==> src/rtl/kgp_pkg.sv <==
// Shared KGPminiRISC control definitions: datapath width, PC step and the
// fetch/execute state encoding used by the sequencer and the control unit.
package kgp_pkg;

  localparam int XLEN    = 32;
  localparam int PC_STEP = 4;

  typedef enum logic [2:0] {
    ST_IDLE  = 3'd0,
    ST_FETCH = 3'd1,
    ST_EXEC  = 3'd2,
    ST_HALT  = 3'd3,
    ST_ERROR = 3'd4
  } state_t;

endpackage

==> src/rtl/pc_sequencer_if.sv <==
// Fetch/execute bus between the PC sequencer, instruction memory, decode
// and the branch unit. master = sequencer side, slave = surrounding core.
interface pc_sequencer_if;

  logic        start;
  logic        imem_req;
  logic [31:0] imem_addr;
  logic        imem_ack;
  logic [31:0] instr_in;
  logic [31:0] instr_out;
  logic        instr_valid;
  logic [31:0] pc_out;
  logic [31:0] pc_plus4;
  logic        exec_done;
  logic        branch_taken;
  logic [31:0] branch_target;
  logic        halt;
  logic        halted;
  logic        misalign_err;

  modport master (
    input  start, imem_ack, instr_in, exec_done, branch_taken, branch_target, halt,
    output imem_req, imem_addr, instr_out, instr_valid, pc_out, pc_plus4, halted,
           misalign_err
  );

  modport slave (
    output start, imem_ack, instr_in, exec_done, branch_taken, branch_target, halt,
    input  imem_req, imem_addr, instr_out, instr_valid, pc_out, pc_plus4, halted,
           misalign_err
  );

endinterface

==> src/rtl/pc_increment.sv <==
// PC incrementer shared by the sequencer: produces pc + STEP, wrapping
// modulo 2^WIDTH.
module pc_increment #(
  parameter int          WIDTH = 32,
  parameter int unsigned STEP  = 4
) (
  input  logic [WIDTH-1:0] pc,
  output logic [WIDTH-1:0] pc_next
);

  localparam logic [WIDTH-1:0] STEP_W = WIDTH'(STEP);

  assign pc_next = pc + STEP_W;

endmodule

==> src/rtl/pc_sequencer.sv <==
// Program counter owner for KGPminiRISC: fetches over a req/ack handshake,
// hands each instruction to decode and selects the next PC after execute.
//
//   state    | meaning
//   ---------+-------------------------------------------------------------
//   ST_IDLE  | out of reset, waiting for start
//   ST_FETCH | imem_req high at imem_addr=PC until imem_ack
//   ST_EXEC  | instruction with datapath, waiting for exec_done
//   ST_HALT  | stopped by halt request; only reset exits
//   ST_ERROR | stopped by misaligned branch target; only reset exits
module pc_sequencer #(
  parameter logic [31:0] RESET_VECTOR = 32'h0000_0000,
  parameter int unsigned PC_STEP      = 4
) (
  input  logic                  clk,
  input  logic                  rst_n,
  pc_sequencer_if.master        bus
);

  import kgp_pkg::*;

  state_t            state_q, state_d;
  logic [XLEN-1:0]   pc_q, pc_d;
  logic [XLEN-1:0]   pc_next_seq;
  logic [XLEN-1:0]   instr_q;
  logic              instr_valid_q;
  logic              misalign_q, misalign_d;
  logic              load_instr;

  pc_increment #(
    .WIDTH (XLEN),
    .STEP  (PC_STEP)
  ) PC_increment (
    .pc      (pc_q),
    .pc_next (pc_next_seq)
  );

  always_ff @(posedge clk or negedge rst_n) begin
    if (!rst_n) begin
      state_q       <= ST_IDLE;
      pc_q          <= RESET_VECTOR;
      instr_q       <= '0;
      instr_valid_q <= 1'b0;
      misalign_q    <= 1'b0;
    end else begin
      state_q       <= state_d;
      pc_q          <= pc_d;
      instr_valid_q <= load_instr;
      misalign_q    <= misalign_d;
      if (load_instr) begin
        instr_q <= bus.instr_in;
      end
    end
  end

  // halt outranks branch, and a misaligned redirect stops the core with PC held
  always_comb begin
    state_d    = state_q;
    pc_d       = pc_q;
    misalign_d = misalign_q;
    load_instr = 1'b0;
    case (state_q)
      ST_IDLE: begin
        if (bus.start) begin
          state_d = ST_FETCH;
        end
      end
      ST_FETCH: begin
        if (bus.imem_ack) begin
          load_instr = 1'b1;
          state_d    = ST_EXEC;
        end
      end
      ST_EXEC: begin
        if (bus.exec_done) begin
          if (bus.halt) begin
            state_d = ST_HALT;
          end else if (bus.branch_taken) begin
            if (bus.branch_target[1:0] != 2'b00) begin
              misalign_d = 1'b1;
              state_d    = ST_ERROR;
            end else begin
              pc_d    = bus.branch_target;
              state_d = ST_FETCH;
            end
          end else begin
            pc_d    = pc_next_seq;
            state_d = ST_FETCH;
          end
        end
      end
      ST_HALT:  state_d = ST_HALT;
      ST_ERROR: state_d = ST_ERROR;
      default:  state_d = ST_IDLE;
    endcase
  end

  // request and halted decode straight from state so reset clears them at once
  assign bus.imem_req     = (state_q == ST_FETCH);
  assign bus.imem_addr    = pc_q;
  assign bus.pc_out       = pc_q;
  assign bus.pc_plus4     = pc_next_seq;
  assign bus.instr_out    = instr_q;
  assign bus.instr_valid  = instr_valid_q;
  assign bus.halted       = (state_q == ST_HALT) || (state_q == ST_ERROR);
  assign bus.misalign_err = misalign_q;

endmodule
==> src/flat_wrapper.sv <==
// flat-port wrapper written by rule: the top's interface ports become plain ports
module pc_sequencer_flat import kgp_pkg::*;
#(
  parameter logic [31:0] RESET_VECTOR = 32'h0000_0000,
  parameter int unsigned PC_STEP      = 4
)
  (clk, rst_n, bus_start, bus_imem_ack, bus_instr_in, bus_exec_done, bus_branch_taken, bus_branch_target, bus_halt, bus_imem_req, bus_imem_addr, bus_instr_out, bus_instr_valid, bus_pc_out, bus_pc_plus4, bus_halted, bus_misalign_err);
  pc_sequencer_if bus_i ();
  input  logic clk;
  input  logic rst_n;
  input wire logic [$bits(bus_i.start)-1:0] bus_start;
  input wire logic [$bits(bus_i.imem_ack)-1:0] bus_imem_ack;
  input wire logic [$bits(bus_i.instr_in)-1:0] bus_instr_in;
  input wire logic [$bits(bus_i.exec_done)-1:0] bus_exec_done;
  input wire logic [$bits(bus_i.branch_taken)-1:0] bus_branch_taken;
  input wire logic [$bits(bus_i.branch_target)-1:0] bus_branch_target;
  input wire logic [$bits(bus_i.halt)-1:0] bus_halt;
  output wire logic [$bits(bus_i.imem_req)-1:0] bus_imem_req;
  output wire logic [$bits(bus_i.imem_addr)-1:0] bus_imem_addr;
  output wire logic [$bits(bus_i.instr_out)-1:0] bus_instr_out;
  output wire logic [$bits(bus_i.instr_valid)-1:0] bus_instr_valid;
  output wire logic [$bits(bus_i.pc_out)-1:0] bus_pc_out;
  output wire logic [$bits(bus_i.pc_plus4)-1:0] bus_pc_plus4;
  output wire logic [$bits(bus_i.halted)-1:0] bus_halted;
  output wire logic [$bits(bus_i.misalign_err)-1:0] bus_misalign_err;
  assign bus_i.start = bus_start;
  assign bus_i.imem_ack = bus_imem_ack;
  assign bus_i.instr_in = bus_instr_in;
  assign bus_i.exec_done = bus_exec_done;
  assign bus_i.branch_taken = bus_branch_taken;
  assign bus_i.branch_target = bus_branch_target;
  assign bus_i.halt = bus_halt;
  assign bus_imem_req = bus_i.imem_req;
  assign bus_imem_addr = bus_i.imem_addr;
  assign bus_instr_out = bus_i.instr_out;
  assign bus_instr_valid = bus_i.instr_valid;
  assign bus_pc_out = bus_i.pc_out;
  assign bus_pc_plus4 = bus_i.pc_plus4;
  assign bus_halted = bus_i.halted;
  assign bus_misalign_err = bus_i.misalign_err;
  pc_sequencer #(.RESET_VECTOR(RESET_VECTOR), .PC_STEP(PC_STEP)) u_core (.clk(clk), .rst_n(rst_n), .bus(bus_i));
endmodule
==> config.mk <==
export PLATFORM = sky130hd
export DESIGN_NAME = pc_sequencer_flat
export DESIGN_NICKNAME = d
export VERILOG_FILES = /design/src/rtl/kgp_pkg.sv /design/src/rtl/pc_sequencer_if.sv /design/src/rtl/pc_increment.sv /design/src/rtl/pc_sequencer.sv /design/src/flat_wrapper.sv
export SDC_FILE = /design/constraint.sdc
export NUM_CORES = 1
export LEC_CHECK = 0
export BUFFER_PORTS_ARGS = -buffer_cell sky130_fd_sc_hd__buf_2
export CAP_MARGIN = 10
export CELL_PAD_IN_SITES_DETAIL_PLACEMENT = 0
export CELL_PAD_IN_SITES_GLOBAL_PLACEMENT = 1
export CORE_MARGIN = 2
export CORE_UTILIZATION = 30
export CTS_CLUSTER_DIAMETER = 150
export CTS_CLUSTER_SIZE = 8
export DETAILED_ROUTE_END_ITERATION = 10
export PLACE_DENSITY_LB_ADDON = 0.12
export SYNTH_ARGS = -nofsm -noshare
export SYNTH_HDL_FRONTEND = slang
export SYNTH_SLANG_ARGS = --single-unit
export TNS_END_PERCENT = 20
==> constraint.sdc <==
create_clock -name clk -period 2.15 [get_ports clk]
set_input_delay 0.43 -clock clk [delete_from_list [all_inputs] [get_ports clk]]
set_output_delay 0.43 -clock clk [all_outputs]
set_load 0.1 [all_outputs]
# Word level (Yosys, flattened, before mapping)
# Cells that the tools add are included.
word_totals:
  ff_bits: 69
  in_bits: 71
  output_inout_bits: 132
  wordCells: 32
classes:
  add_sub_neg: 1
  n_eq_ne: 8
  mux: 11
  bitwise_logic: 1
  n_reduce_logical: 6
op_table:
  columns: ["cell", "n"]
  rows:
  - ["two-way mux 32 bit", 2]
  - ["adder 32 x 3 -> 32 bit (second input constant)", 1]
  - ["two-way mux 3 bit", 6]
  - ["one-hot mux 3 bit (5 select lines)", 1]
  - ["inequality test 2 bit (second input constant)", 4]
  - ["equality test 3 x 2 -> 1 bit (second input constant)", 2]
  - ["AND reduction 5 bit", 1]
  - ["AND reduction 4 bit", 1]
  - ["equality test 3 x 1 -> 1 bit (second input constant)", 1]
  - ["equality test 3 bit (second input constant)", 1]
  - ["zero test 3 bit", 1]
  - ["AND reduction 3 bit", 1]
  - ["two-way mux 1 bit", 2]
  - ["nonzero test 2 bit", 1]
  - ["logical OR 1 bit", 1]
  - ["inverter 1 bit", 1]

# Longest topological paths before layout
logic_depth:
  word_depth: 6
  depth_mapped: 7
  mapped_depth_nobuf: 6

# Modules after synthesis
# Synthesis repeated with hierarchy kept, for this count alone.
hier_totals:
  hier_cells: 316
  area_unflattened_um2: 3867.5
by_module_without_submodules:
  columns: ["mod", "instances", "cells_per_inst", "area_each_um2", "seq_area_each_um2"]
  rows:
  - ["pc_sequencer", 1, 233, 3286.9, 1726.7]
  - ["pc_increment", 1, 83, 580.6, 0.0]

# Worst setup path before layout
# OpenSTA, ideal clock, no wires.
synth_path:
  kind: "register to output"
  startpoint: "register u_core.pc_q[2] (netlist: u_core.bus.imem_addr[2])"
  endpoint: "output port bus_pc_plus4[20]"
  arrival_ps: 3839
  required_ps: 1720
  setup_slack_ps: -2119
  path_stages_with_launch: 6
  path_buffers: 0
  path_cell_list: "dfrtp_1 > ha_1 > nand4_4 > nor3_4 > nand4_2 > xnor2_1"
synth_between:
  elab_chain_cells: 1
synth_rtl:
  columns: ["element", "line", "text"]
  rows:
  - ["start: declaration", "pc_sequencer.sv:23", "logic [XLEN-1:0] pc_q, pc_d;"]
  - ["start signal: assignment", "pc_sequencer.sv:47", "pc_q <= pc_d;"]
  - ["adder 32 x 3 -> 32 bit", "pc_increment.sv:13", "assign pc_next = pc + STEP_W;"]
  - ["end: declaration", "flat_wrapper.sv:23", "output wire logic [$bits(bus_i.pc_plus4)-1:0] bus_pc_plus4;"]
# No other way between the ends.

# Final worst setup path
layout_path:
  startpoint: "register u_core.pc_q[2] (netlist: u_core.bus.imem_addr[2])"
  endpoint: "output port bus_pc_plus4[16]"
# The elaborated chain is that of the path after synthesis.

==> results.json <==
{
  "drt-initial-drc-count": 143,
  "dieHeight_um": 119,
  "floorplan_die_area_um2": 14100,
  "die_x_um": 119,
  "hold_bufs_inserted_after_cts": 0,
  "gp_congestion": 0.796,
  "most_common_cell_in_the_netlist": "dfrtp_1",
  "critical_path.max_stage_delay_ps": 440,
  "synth-adder-area-share_pct": 0.316,
  "dominantRegCellSynth": "dfrtp_1",
  "drc_errors": 0,
  "via_per_inst": 4.68,
  "dr_total_vias": 3728,
  "critPathKind": "register to output pin",
  "synth-simple-area-share_pct": 17.0,
  "post-synth-top-area-fraction_pct": 43.6,
  "worst_slew_pin_slew_ps": 509,
  "synth.area.top_cells": "dfrtp_1 44%, mux2_2 9.1%, buf_4 7.2%",
  "critical_path.slowest_cell": "dfrtp_4",
  "cts.sinks": 69,
  "holdCritPathClass": "input port to asynchronous set/reset pin",
  "numCtsBuffers": 9,
  "grt_remaining_overflow": 0,
  "synth_compound_gate_area_share_pct": 12.5,
  "synth.lib_cells_used.distinct": 51,
  "floorplan.io_pins": 203,
  "timing.max_slew.rel_slack_pct": 66.3,
  "tritoncts": "done",
  "timing.final.ws_setup_ps": -343,
  "tns_ps": -5320,
  "synth_top_family_by_area": "simple AND/OR/NAND/NOR gates",
  "drt_wl_total_um": 12600,
  "worst_setup_hold_path_clk_slew_ps": 60,
  "fmaxAchievable_mhz": 401,
  "synthDominantAreaCellType": "dfrtp_1",
  "drive_gt1_share_pct": 66.1,
  "failed_checks": "negative setup slack",
  "nFillCells": 1154,
  "final_area_um2": 6890,
  "syn_to_final_growth_pct": 73.7,
  "clock-root-buffer": "clkbuf_16",
  "post_synth_inst_count": 384,
  "synth_seq_cells": 69,
  "number_of_antenna_repair_diodes": 0,
  "cts-root-to-sink-buffers": 2,
  "final-hold-violation-count": 0,
  "ys.warnings.count": 0,
  "share_of_the_synthesized_netlist_area_taken_by_xor_and_xnor_gates_pct": 6.57,
  "drt-wirelength-per-cell_um": 15.8,
  "final-max-slew-violation-count": 0,
  "cell_area_after_synthesis_um2": 3960,
  "critPathCaptureType": "output pin",
  "htree_levels": 3,
  "dp_hpwl_um": 9500,
  "synth_edf_count": 0,
  "timing.critical_path.required_ps": 1720,
  "start_kind": "register",
  "setup_violations": 23,
  "placeableCoreArea_um2": 12800,
  "skew_ps": 4.50,
  "clk_latency_ps": 330,
  "final_period_minus_worst_setup_slack_ps": 2490,
  "grt_setup_unrepaired": "true",
  "io_buffers": 202,
  "synth_nets": 456,
  "grt_start_max_net_pins": 40,
  "antenna_violations_before_repair": 0,
  "initial_core_util_pct": 31.0,
  "grt_first_pass_wirelength_um": 20100,
  "detailed_place.area_um2": 6330,
  "layout.nets": 692,
  "timing.critical_path.buf_inv": 3,
  "asyncSetResetFlopFracSynth_pct": 100,
  "grtUsageTotal_pct": 18.0,
  "first_global_vias": 3868,
  "synth.mux.area_fraction_pct": 9.85,
  "post_synth_most_frequent_cells": "69 x dfrtp_1, 38 x buf_4, 32 x mux2_2",
  "fp-row-count": 41,
  "detailedPlace.worstSlack_ps": -52.5,
  "critical_path.max_fanout": 4,
  "postRouteAntennaNets": 0,
  "final_min_period_over_clock_period_pct": 116,
  "syn_area_per_cell_um2": 10.3,
  "cpLargestDelayFamily": "simple AND/OR/NAND/NOR gates",
  "max_cap_viol_count": 0,
  "path_cells": "ha_4 > nand4_4 > nor3_4 > buf_6 > buf_16 > and3_4 > xnor2_2 > buf_12",
  "cp.arrival_ps": 2060,
  "run_status": "finished, violations left",
  "synth_sequential_area_ratio_pct": 43.6,
  "drt_pre_antenna_iters": 4
}
flip-flops by register name, indices dropped and copies added, names as in the netlist:
name / flops
u_core.bus.imem_addr: 32
u_core.bus.instr_out: 32
u_core.bus.instr_valid: 1
u_core.bus.misalign_err: 1
u_core.state_q: 3
cells by family (layout without fill, tap and decap cells):
group / count (synthesis) / after routing
buffers and inverters: 61 / 302
muxes: 35 / 35
and+or+nand+nor: 113 / 113
adders and majority gates: 1 / 1
DFF: 69 / 69
AOI/OAI and AO/OA: 77 / 77
xor gates and xnor gates: 28 / 28
final cells by class:
cell class,instances,area [um^2],area share [%]
multi-input cells,254,2400,34.8
repair buffers,280,2090,30.4
flip-flops and latches,69,1820,26.4
clock buffers,10,229,3.32
well taps,172,215,3.12
clock inverters,6,113,1.64
inverters,6,22.5,0.327
stage by stage:
step | hold slack (ps) | std cells | utilization (%)
finish | 38.3 | 797 | 53.9
global route | 65.1 | 797 | 53.9
detailed placement | 416 | 771 | 49.6
floorplan | 134 | 384 | -
global placement | 406 | 771 | 49.6
CTS | 55.5 | 795 | 53.4
path summary, 6_finish.rpt:
check	slack, ps	end	cells past startpoint	startpoint
max	-340	bus_pc_plus4[16]	8	u_core.bus.imem_addr[2]
min	40	u_core.bus.imem_addr[14]	1	rst_n
max reg2reg	50	u_core.bus.imem_addr[30]	9	u_core.bus.imem_addr[2]
min reg2reg	470	u_core.bus.misalign_err	1	u_core.bus.misalign_err
max in group asynchronous	1520	u_core.bus.imem_addr[6]	2	rst_n
min in group clk	320	u_core.bus.instr_out[13]	2	bus_instr_in[13]
layout by cell type (no fill, tap or decap), types with 5 or more instances in the layout:
master     instances
dfrtp_2            5
buf_4             68
a21oi_1           16
nor2_1            12
nand2_1           29
buf_6              6
xnor2_2            6
xor2_4             6
clkbuf_16          9
o21ai_0           24
buf_2            174
inv_1              6
and3_1             9
a2bb2oi_1          5
dfrtp_4           22
mux2_2            32
buf_12            30
nand3_1           10
dfrtp_1           42
xnor2_4           13
a31oi_1            5
nand4_1            6
layer usage:
layer	global-route usage [%]	part of all wire, %	vias to the layer above
met3	5.89	6.9	10
met2	30.8	50	137
met1	21.8	42	1775
met4	4.76	1.2	0
met5	0	0	-
li1	-	-	1806
timing repair:
item                                    CTS  global route
buffers inserted                          7             2
gates cloned                              1             0
pin swaps                                24            15
gates resized for setup                  17             8
endpoints found under the setup margin   26            26
Power is left out: the tool's default activity adds up to more than one toggle a clock period on the data nets, which glitch-free logic cannot reach.
